==> src/rtl/bram16_dma_pkg.sv <==
// Shared definitions for the bram16 block-copy DMA: FSM encodings and data width.
package bram16_dma_pkg;

  localparam int DATA_W = 16;

  typedef enum logic [2:0] {
    S_IDLE = 3'd0,
    S_RD   = 3'd1,
    S_CAP  = 3'd2,
    S_WR   = 3'd3,
    S_FILL = 3'd4,
    S_DONE = 3'd5
  } state_e;

endpackage

==> src/rtl/bram16_dma_if.sv <==
// Single-port BRAM bus: the DMA is the master, the memory is the slave.
// mem_di is registered read data, valid the cycle after mem_a.
interface bram16_dma_if
  import bram16_dma_pkg::*;
#(
  parameter int ADR_W = 16
);
  logic [ADR_W-1:0]  mem_a;
  logic [DATA_W-1:0] mem_do;
  logic              mem_we;
  logic [DATA_W-1:0] mem_di;

  modport master (output mem_a, output mem_do, output mem_we, input  mem_di);
  modport slave  (input  mem_a, input  mem_do, input  mem_we, output mem_di);
endinterface

==> src/rtl/bram16_dma_ctr.sv <==
// Loadable incrementing address register; wraps modulo 2^W.
// nxt exposes the value the register takes at the next edge so the
// parent can register its memory address output from it.
module bram16_dma_ctr #(
  parameter int W = 16
) (
  input  logic         sys_clk,
  input  logic         sys_rst_n,
  input  logic         load,
  input  logic         inc,
  input  logic [W-1:0] ld_val,
  output logic [W-1:0] q,
  output logic [W-1:0] nxt
);
  logic [W-1:0] cnt_q, cnt_d;

  // load has priority over increment
  always_comb begin
    cnt_d = cnt_q;
    if (load)     cnt_d = ld_val;
    else if (inc) cnt_d = cnt_q + W'(1);
  end

  // address register
  always_ff @(posedge sys_clk or negedge sys_rst_n) begin
    if (!sys_rst_n) cnt_q <= '0;
    else            cnt_q <= cnt_d;
  end

  assign q   = cnt_q;
  assign nxt = cnt_d;
endmodule

==> src/rtl/bram16_dma.sv <==
// Block-copy DMA on one BRAM port: RD -> CAP -> WR per word, ascending.
// Optional fill mode (macro BRAM16_DMA_FILL_EN) writes a constant pattern
// at one word per cycle.
// Memory-side outputs are registered from next-state values; only mem_we is
// additionally gated by abort so a write in the abort cycle never lands.
module bram16_dma
  import bram16_dma_pkg::*;
#(
  parameter int adr_width = 16,
  parameter int len_width = 10
) (
  input  logic                 sys_clk,
  input  logic                 sys_rst_n,
  input  logic                 start,
  input  logic                 abort,
  input  logic [adr_width-1:0] src,
  input  logic [adr_width-1:0] dst,
  input  logic [len_width-1:0] len,
  input  logic                 fill,
  input  logic [DATA_W-1:0]    pattern,
  output logic                 busy,
  output logic                 done,
  output logic                 aborted,
  bram16_dma_if.master         mem
);
  state_e                 state_q, state_d;
  logic [len_width-1:0]   rem_q, rem_d;
  logic                   aborted_q, aborted_d;
  logic                   busy_q, busy_d;
  logic                   done_q, done_d;
  logic [adr_width-1:0]   mem_a_q, mem_a_d;
  logic [DATA_W-1:0]      mem_do_q, mem_do_d;
  logic                   mem_we_q, mem_we_d;
  logic                   ld, inc;
  logic [adr_width-1:0]   src_cur, src_nxt, dst_cur, dst_nxt;
  logic [DATA_W-1:0]      pat_nxt;

`ifdef BRAM16_DMA_FILL_EN
  logic [DATA_W-1:0]      pattern_q, pattern_d;

  // fill pattern latched on an accepted start
  always_comb begin
    pattern_d = pattern_q;
    if (ld) pattern_d = pattern;
  end

  // pattern register
  always_ff @(posedge sys_clk or negedge sys_rst_n) begin
    if (!sys_rst_n) pattern_q <= '0;
    else            pattern_q <= pattern_d;
  end

  assign pat_nxt = pattern_d;
`else
  logic unused_fill;
  assign unused_fill = ^{fill, pattern};
  assign pat_nxt     = '0;
`endif

  bram16_dma_ctr #(.W(adr_width)) u_src (
    .sys_clk, .sys_rst_n, .load(ld), .inc, .ld_val(src), .q(src_cur), .nxt(src_nxt)
  );
  bram16_dma_ctr #(.W(adr_width)) u_dst (
    .sys_clk, .sys_rst_n, .load(ld), .inc, .ld_val(dst), .q(dst_cur), .nxt(dst_nxt)
  );

  // next-state, word count and abort tracking
  always_comb begin
    state_d   = state_q;
    rem_d     = rem_q;
    aborted_d = aborted_q;
    ld        = 1'b0;
    inc       = 1'b0;
    unique case (state_q)
      S_IDLE: if (start) begin
        ld        = 1'b1;
        rem_d     = len;
        aborted_d = 1'b0;
        if (len == '0) state_d = S_DONE;
`ifdef BRAM16_DMA_FILL_EN
        else if (fill) state_d = S_FILL;
`endif
        else           state_d = S_RD;
      end
      S_RD:  state_d = S_CAP;
      S_CAP: state_d = S_WR;
      S_WR: begin
        inc     = 1'b1;
        rem_d   = rem_q - len_width'(1);
        state_d = (rem_q == len_width'(1)) ? S_DONE : S_RD;
      end
`ifdef BRAM16_DMA_FILL_EN
      S_FILL: begin
        inc     = 1'b1;
        rem_d   = rem_q - len_width'(1);
        state_d = (rem_q == len_width'(1)) ? S_DONE : S_FILL;
      end
`endif
      S_DONE:  state_d = S_IDLE;
      default: state_d = S_IDLE;
    endcase
    if (abort && state_q != S_IDLE && state_q != S_DONE) begin
      state_d   = S_DONE;
      aborted_d = 1'b1;
    end
  end

  // registered outputs, derived from the state being entered
  always_comb begin
    mem_a_d  = mem_a_q;
    mem_do_d = mem_do_q;
    mem_we_d = 1'b0;
    unique case (state_d)
      S_RD: mem_a_d = src_nxt;
      S_WR: begin
        mem_a_d  = dst_nxt;
        mem_do_d = mem.mem_di;   // state_q is CAP: read data valid now
        mem_we_d = 1'b1;
      end
      S_FILL: begin
        mem_a_d  = dst_nxt;
        mem_do_d = pat_nxt;
        mem_we_d = 1'b1;
      end
      default: ;
    endcase
    busy_d = (state_d != S_IDLE) || (state_q != S_IDLE);
    done_d = (state_q == S_DONE);
  end

  // state and output registers
  always_ff @(posedge sys_clk or negedge sys_rst_n) begin
    if (!sys_rst_n) begin
      state_q   <= S_IDLE;
      rem_q     <= '0;
      aborted_q <= 1'b0;
      busy_q    <= 1'b0;
      done_q    <= 1'b0;
      mem_a_q   <= '0;
      mem_do_q  <= '0;
      mem_we_q  <= 1'b0;
    end else begin
      state_q   <= state_d;
      rem_q     <= rem_d;
      aborted_q <= aborted_d;
      busy_q    <= busy_d;
      done_q    <= done_d;
      mem_a_q   <= mem_a_d;
      mem_do_q  <= mem_do_d;
      mem_we_q  <= mem_we_d;
    end
  end

  assign busy       = busy_q;
  assign done       = done_q;
  assign aborted    = aborted_q;
  assign mem.mem_a  = mem_a_q;
  assign mem.mem_do = mem_do_q;
  assign mem.mem_we = mem_we_q & ~abort;
endmodule
==> src/flat_wrapper.sv <==
// flat-port wrapper written by rule: the top's interface ports become plain ports
module bram16_dma_flat import bram16_dma_pkg::*;
#(
  parameter int adr_width = 16,
  parameter int len_width = 10
)
  (sys_clk, sys_rst_n, start, abort, src, dst, len, fill, pattern, busy, done, aborted, mem_mem_a, mem_mem_do, mem_mem_we, mem_mem_di);
  bram16_dma_if mem_i ();
  input  logic sys_clk;
  input  logic sys_rst_n;
  input  logic start;
  input  logic abort;
  input  logic [adr_width-1:0] src;
  input  logic [adr_width-1:0] dst;
  input  logic [len_width-1:0] len;
  input  logic fill;
  input  logic [DATA_W-1:0] pattern;
  output logic busy;
  output logic done;
  output logic aborted;
  output wire logic [$bits(mem_i.mem_a)-1:0] mem_mem_a;
  output wire logic [$bits(mem_i.mem_do)-1:0] mem_mem_do;
  output wire logic [$bits(mem_i.mem_we)-1:0] mem_mem_we;
  input wire logic [$bits(mem_i.mem_di)-1:0] mem_mem_di;
  assign mem_mem_a = mem_i.mem_a;
  assign mem_mem_do = mem_i.mem_do;
  assign mem_mem_we = mem_i.mem_we;
  assign mem_i.mem_di = mem_mem_di;
  bram16_dma #(.adr_width(adr_width), .len_width(len_width)) u_core (.sys_clk(sys_clk), .sys_rst_n(sys_rst_n), .start(start), .abort(abort), .src(src), .dst(dst), .len(len), .fill(fill), .pattern(pattern), .busy(busy), .done(done), .aborted(aborted), .mem(mem_i));
endmodule
==> config.mk <==
export PLATFORM = sky130hd
export DESIGN_NAME = bram16_dma_flat
export DESIGN_NICKNAME = d
export VERILOG_FILES = /design/src/rtl/bram16_dma_pkg.sv /design/src/rtl/bram16_dma_if.sv /design/src/rtl/bram16_dma_ctr.sv /design/src/rtl/bram16_dma.sv /design/src/flat_wrapper.sv
export SDC_FILE = /design/constraint.sdc
export NUM_CORES = 1
export LEC_CHECK = 0
export BUFFER_PORTS_ARGS = -buffer_cell sky130_fd_sc_hd__clkbuf_2
export CORE_MARGIN = 10
export CORE_UTILIZATION = 48
export CTS_CLUSTER_SIZE = 30
export DETAILED_ROUTE_END_ITERATION = 10
export PLACE_DENSITY = 0.77
export SLEW_MARGIN = 15
export SYNTH_ARGS = -nofsm -noshare
export SYNTH_HDL_FRONTEND = slang
export SYNTH_SLANG_ARGS = --single-unit
==> constraint.sdc <==
create_clock -name sys_clk -period 2.1 [get_ports sys_clk]
set_clock_uncertainty 0.15 [all_clocks]
set_input_delay 0.42 -clock sys_clk [delete_from_list [all_inputs] [get_ports sys_clk]]
set_output_delay 0.42 -clock sys_clk [all_outputs]
set_load 0.1 [all_outputs]
==> impl_table.tex <==
\begin{tabular}{lr}
\hline
Metric & Value \\
\hline
\multicolumn{2}{l}{\textbf{STA}} \\
Tmin final & 2.362 ns \\
Crit path setup slack, layout & -0.2622 ns \\
Fin crit share & 112.5\% \\
Relative slew slack & 62.75\% \\
Number of slew-limit violations in the final report & 0 \\
FMAX & 423.3 MHz \\
RSZ-0062 raised after global routing & true \\
Hold Violations, Final & 0 \\
Actual transition at the worst max-transition pin & 0.5612 ns \\
Endpoints failing setup & 16 \\
Hold WS & 0.09412 ns \\
\multicolumn{2}{l}{\textbf{Floorplanning}} \\
I/O pin count & 115 \\
Overall die height & 113.6 µm \\
Chip Width & 113.6 µm \\
Area of the die & 0.01290 mm² \\
Core ar. & 0.008636 mm² \\
Site Rows & 34 \\
Initial core utilization & 48.67\% \\
\multicolumn{2}{l}{\textbf{Place}} \\
Placer congestion estimate & 0.8600 \\
HPWL after DPL & 9172 µm \\
Port Buffer Count & 97 \\
Number of placed cells counting well taps & 689 \\
\multicolumn{2}{l}{\textbf{Yosys}} \\
Commonest register cell after synthesis & sky130\_fd\_sc\_hd\_\_dfrtp\_1 \\
Adder-cell share of the synthesized area & 1.191\% \\
Number of unique standard cell types used by synthesis & 63 \\
Post-synthesis compound-gate area fraction & 13.81\% \\
Share of synthesized registers carrying an async set or reset & 100.0\% \\
Post-synth EDFFs & 0 \\
Netlist area before placement & 0.004203 mm² \\
Share of synthesized area spent on multiplexers & 3.870\% \\
Count of warnings emitted by yosys & 0 \\
Syn\_area\_per\_cell & 9.444 µm² \\
Instance count of the mapped netlist & 445 \\
Simple-gate share of the synthesized area & 24.05\% \\
Xor/xnor share of the synthesized area & 5.418\% \\
Post-Syn Nets & 528 \\
Fraction of the yosys area taken by sequential cells & 48.23\% \\
\#FFs+latches synth & 81 \\
Largest family of logic cells by synthesized area & simple AND/OR/NAND/NOR gates \\
\multicolumn{2}{l}{\textbf{GRT}} \\
Routing usage on met2 & 32.15\% \\
Met1 Track Usage GR & 22.75\% \\
First-pass GRT wire length & 20100 µm \\
Largest net degree at the start of global routing & 49 \\
Total track usage & 19.09\% \\
Total congestion overflow & 0 \\
Most used routing layer in global routing & met2 \\
Number of antenna violations at the first check in global routing & 0 \\
Global Route met3 Usage & 4.829\% \\
Via count of the first global-routing pass & 4185 \\
\multicolumn{2}{l}{\textbf{Clock tree}} \\
Num Clock Sinks & 81 \\
Clock tree from TritonCTS & yes \\
CTS max path bufs & 2 \\
Clock transition at the register clock pins on the worst setup and hold paths after CTS & 0.09 ns \\
Clock Latency Late Sink & 0.36 ns \\
TritonCTS Buffers & 9 \\
Library cell used as clock root buffer & sky130\_fd\_sc\_hd\_\_clkbuf\_8 \\
H-tree levels & 3 \\
\multicolumn{2}{l}{\textbf{Pwr}} \\
Power density normalized to cell area & 1926 mW/mm² \\
Maximum ir drop on the vdd rail & 0.001130 V \\
Standby leakage power & 2.710 nW \\
\multicolumn{2}{l}{\textbf{Critical path}} \\
Kind of launch point of the worst setup path & flip-flop \\
Max Fanout on Critical Path & 7 \\
Kind of cell adding the most delay to the critical path & simple AND/OR/NAND/NOR gates \\
CP max stage cell & sky130\_fd\_sc\_hd\_\_or4\_4 \\
Critical path data arrival time & 2.46 ns \\
Largest stage delay, worst path & 0.54 ns \\
Critical path cell sequence & or4\_4 > or3\_4 > o41ai\_4 > buf\_4 > nor2\_4 > mux2\_2 \\
Worst Path Class, Setup & flip-flop to flip-flop \\
CP Capture Type & flip-flop \\
Critical path buffer and inverter count & 1 \\
Required time at the endpoint of the critical path & 2.20 ns \\
\multicolumn{2}{l}{\textbf{Detailed routing}} \\
Detailed Route Iter0 Violations & 341 \\
Final WL & 12580 µm \\
Remaining number of nets flagged by the antenna check after routing & 0 \\
Average detailed-routed wire length per instance & 17.61 µm \\
DRC violations left & 0 \\
First-pass iteration count of the detailed router & 5 \\
Total number of vias & 4053 \\
Number of vias per cell & 5.676 \\
\multicolumn{2}{l}{\textbf{Finish}} \\
Area Overhead vs Synth & 35.81\% \\
Fillers & 656 \\
Non-filler cells in the finished layout & 714 \\
Share of cells above drive strength 1 & 36.80\% \\
Fin nets & 685 \\
Antenna diode count & 0 \\
\multicolumn{2}{l}{\textbf{Job}} \\
Max\_cap viols & 0 \\
\multicolumn{2}{l}{\textbf{Run status}} \\
Status & complete, but fails checks \\
Violated checks & negative setup slack \\
\multicolumn{2}{l}{\textbf{Min path}} \\
HP Class & input pin to flip-flop \\
\hline
\end{tabular}
==> layer usage <==
layer,part of all wire [%],up-vias
met1,41,1960
met5,0,-
met2,51,175
met3,5.8,28
met4,2.3,0
li1,-,1890
==> synthesized netlist by cell type, drive strengths merged (4+ instances only) <==
| master | count | share of area [%] |
|---|---|---|
| buf | 12 | 1.7 |
| xnor2 | 17 | 3.5 |
| inv | 8 | 0.71 |
| nor3 | 17 | 2.0 |
| o21ai | 19 | 2.3 |
| ha | 4 | 1.2 |
| a21oi | 23 | 2.7 |
| o21a | 5 | 0.89 |
| nor4 | 6 | 1.0 |
| o311ai | 4 | 0.83 |
| o31ai | 5 | 0.89 |
| mux2 | 10 | 2.7 |
| nor2 | 42 | 3.8 |
| or4 | 6 | 1.3 |
| o211ai | 7 | 1.3 |
| xor2 | 9 | 1.9 |
| nand3 | 17 | 2.0 |
| nand4 | 5 | 0.74 |
| mux2i | 5 | 1.2 |
| clkbuf | 11 | 0.98 |
| dfrtp | 81 | 48 |
| nand2 | 81 | 7.2 |
==> cells in the final DEF (no fill, tap or decap), drive strengths merged, types with 3 or more instances in the layout <==
master,Yosys,routed
a211oi,3,3
a21oi,23,23
and2,3,3
and3,3,3
buf,12,73
bufinv,0,5
clkbuf,11,104
dfrtp,81,81
ha,4,4
inv,8,8
mux2,10,10
mux2i,5,5
nand2,81,81
nand3,17,17
nand3b,3,3
nand4,5,5
nand4b,3,3
nor2,42,42
nor3,17,17
nor4,6,6
o211ai,7,7
o21a,5,5
o21ai,19,19
o311ai,4,4
o31ai,5,5
or2,3,3
or4,6,6
xnor2,17,17
xor2,9,9
==> state kept, by name (all words and copies together), names as in the netlist <==
signal and count:
u_core.mem.mem_a 16, u_core.mem.mem_do 16, u_core.u_dst.q 16, u_core.u_src.q 16, u_core.rem_q 10, u_core.state_q 3
u_core.aborted 1, u_core.busy 1, u_core.done 1, u_core.mem_we_q 1
==> kinds of logic after synthesis <==
group	count (synthesis)
AO/OA/AOI/OAI	86
XOR/XNOR	26
adder cells (fa/ha/maj)	4
buffers and inverters	31
flip-flops	81
multiplexers	15
AND/OR/NAND/NOR	202
==> repair_timing <==
action | CTS | global route
hold buffers | 1 | 0
setup endpoints to repair | 27 | 37
gates resized for setup | 9 | 21
endpoints found under the hold margin | 33 | 0
pin swaps | 2 | 2
setup buffers | 4 | 6
==> per-stage QoR <==
step	power [mW]	util, %	worst slack (ns)	TNS [ns]	instance area [µm²]
2_1_floorplan	7.472	-	-0.1459	-1.761	4225
3_3_place_gp	8.871	60.45	-0.1875	-2.751	5220
3_5_place_dp	9.076	60.45	-0.2464	-3.799	5220
4_1_cts	10.82	64.63	-0.2665	-3.611	5582
5_1_grt	11.56	66.10	-0.3290	-5.009	5708
6_report	11.00	66.10	-0.2622	-3.870	5708
==> final timing paths <==
path / start / to / slack [ns] / depth (start not counted)
min in group asynchronous: sys_rst_n / u_core.aborted / 0.40 / 2
max reg2reg: u_core.rem_q[5] / u_core.mem.mem_a[12] / -0.26 / 6
min: mem_mem_di[7] / u_core.mem.mem_do[7] / 0.09 / 3
max in group asynchronous: sys_rst_n / u_core.mem.mem_do[1] / 0.79 / 3
min reg2reg: u_core.mem.mem_do[6] / u_core.mem.mem_do[6] / 0.33 / 2
max: u_core.rem_q[5] / u_core.mem.mem_a[12] / -0.26 / 6
==> worst min-delay path, cell delays in order <==
cell                       delay, ns
sky130_fd_sc_hd__clkbuf_2       0.07
sky130_fd_sc_hd__nand2_1        0.04
sky130_fd_sc_hd__nand2_1        0.04
==> where the power goes <==
| group | internal [mW] | total (mW) | switching [mW] |
|---|---|---|---|
| clock network | 1.02 | 1.61 | 0.586 |
| logic | 1.96 | 6.42 | 4.46 |
| registers | 2.33 | 2.97 | 0.641 |
==> final cells by class <==
class                           count  area (µm²)  share of cell area, %
Inverter                            8       32.53                 0.5699
Tap cell                          108       135.1                  2.367
Clock inverter                      6       155.1                  2.718
Clock buffer                        9       123.9                  2.170
Timing Repair Buffer              169        1094                  19.16
Multi-Input combinational cell    333        2140                  37.48
Sequential cell                    81        2028                  35.53
Note: power is estimated with default switching activity, not from simulation.
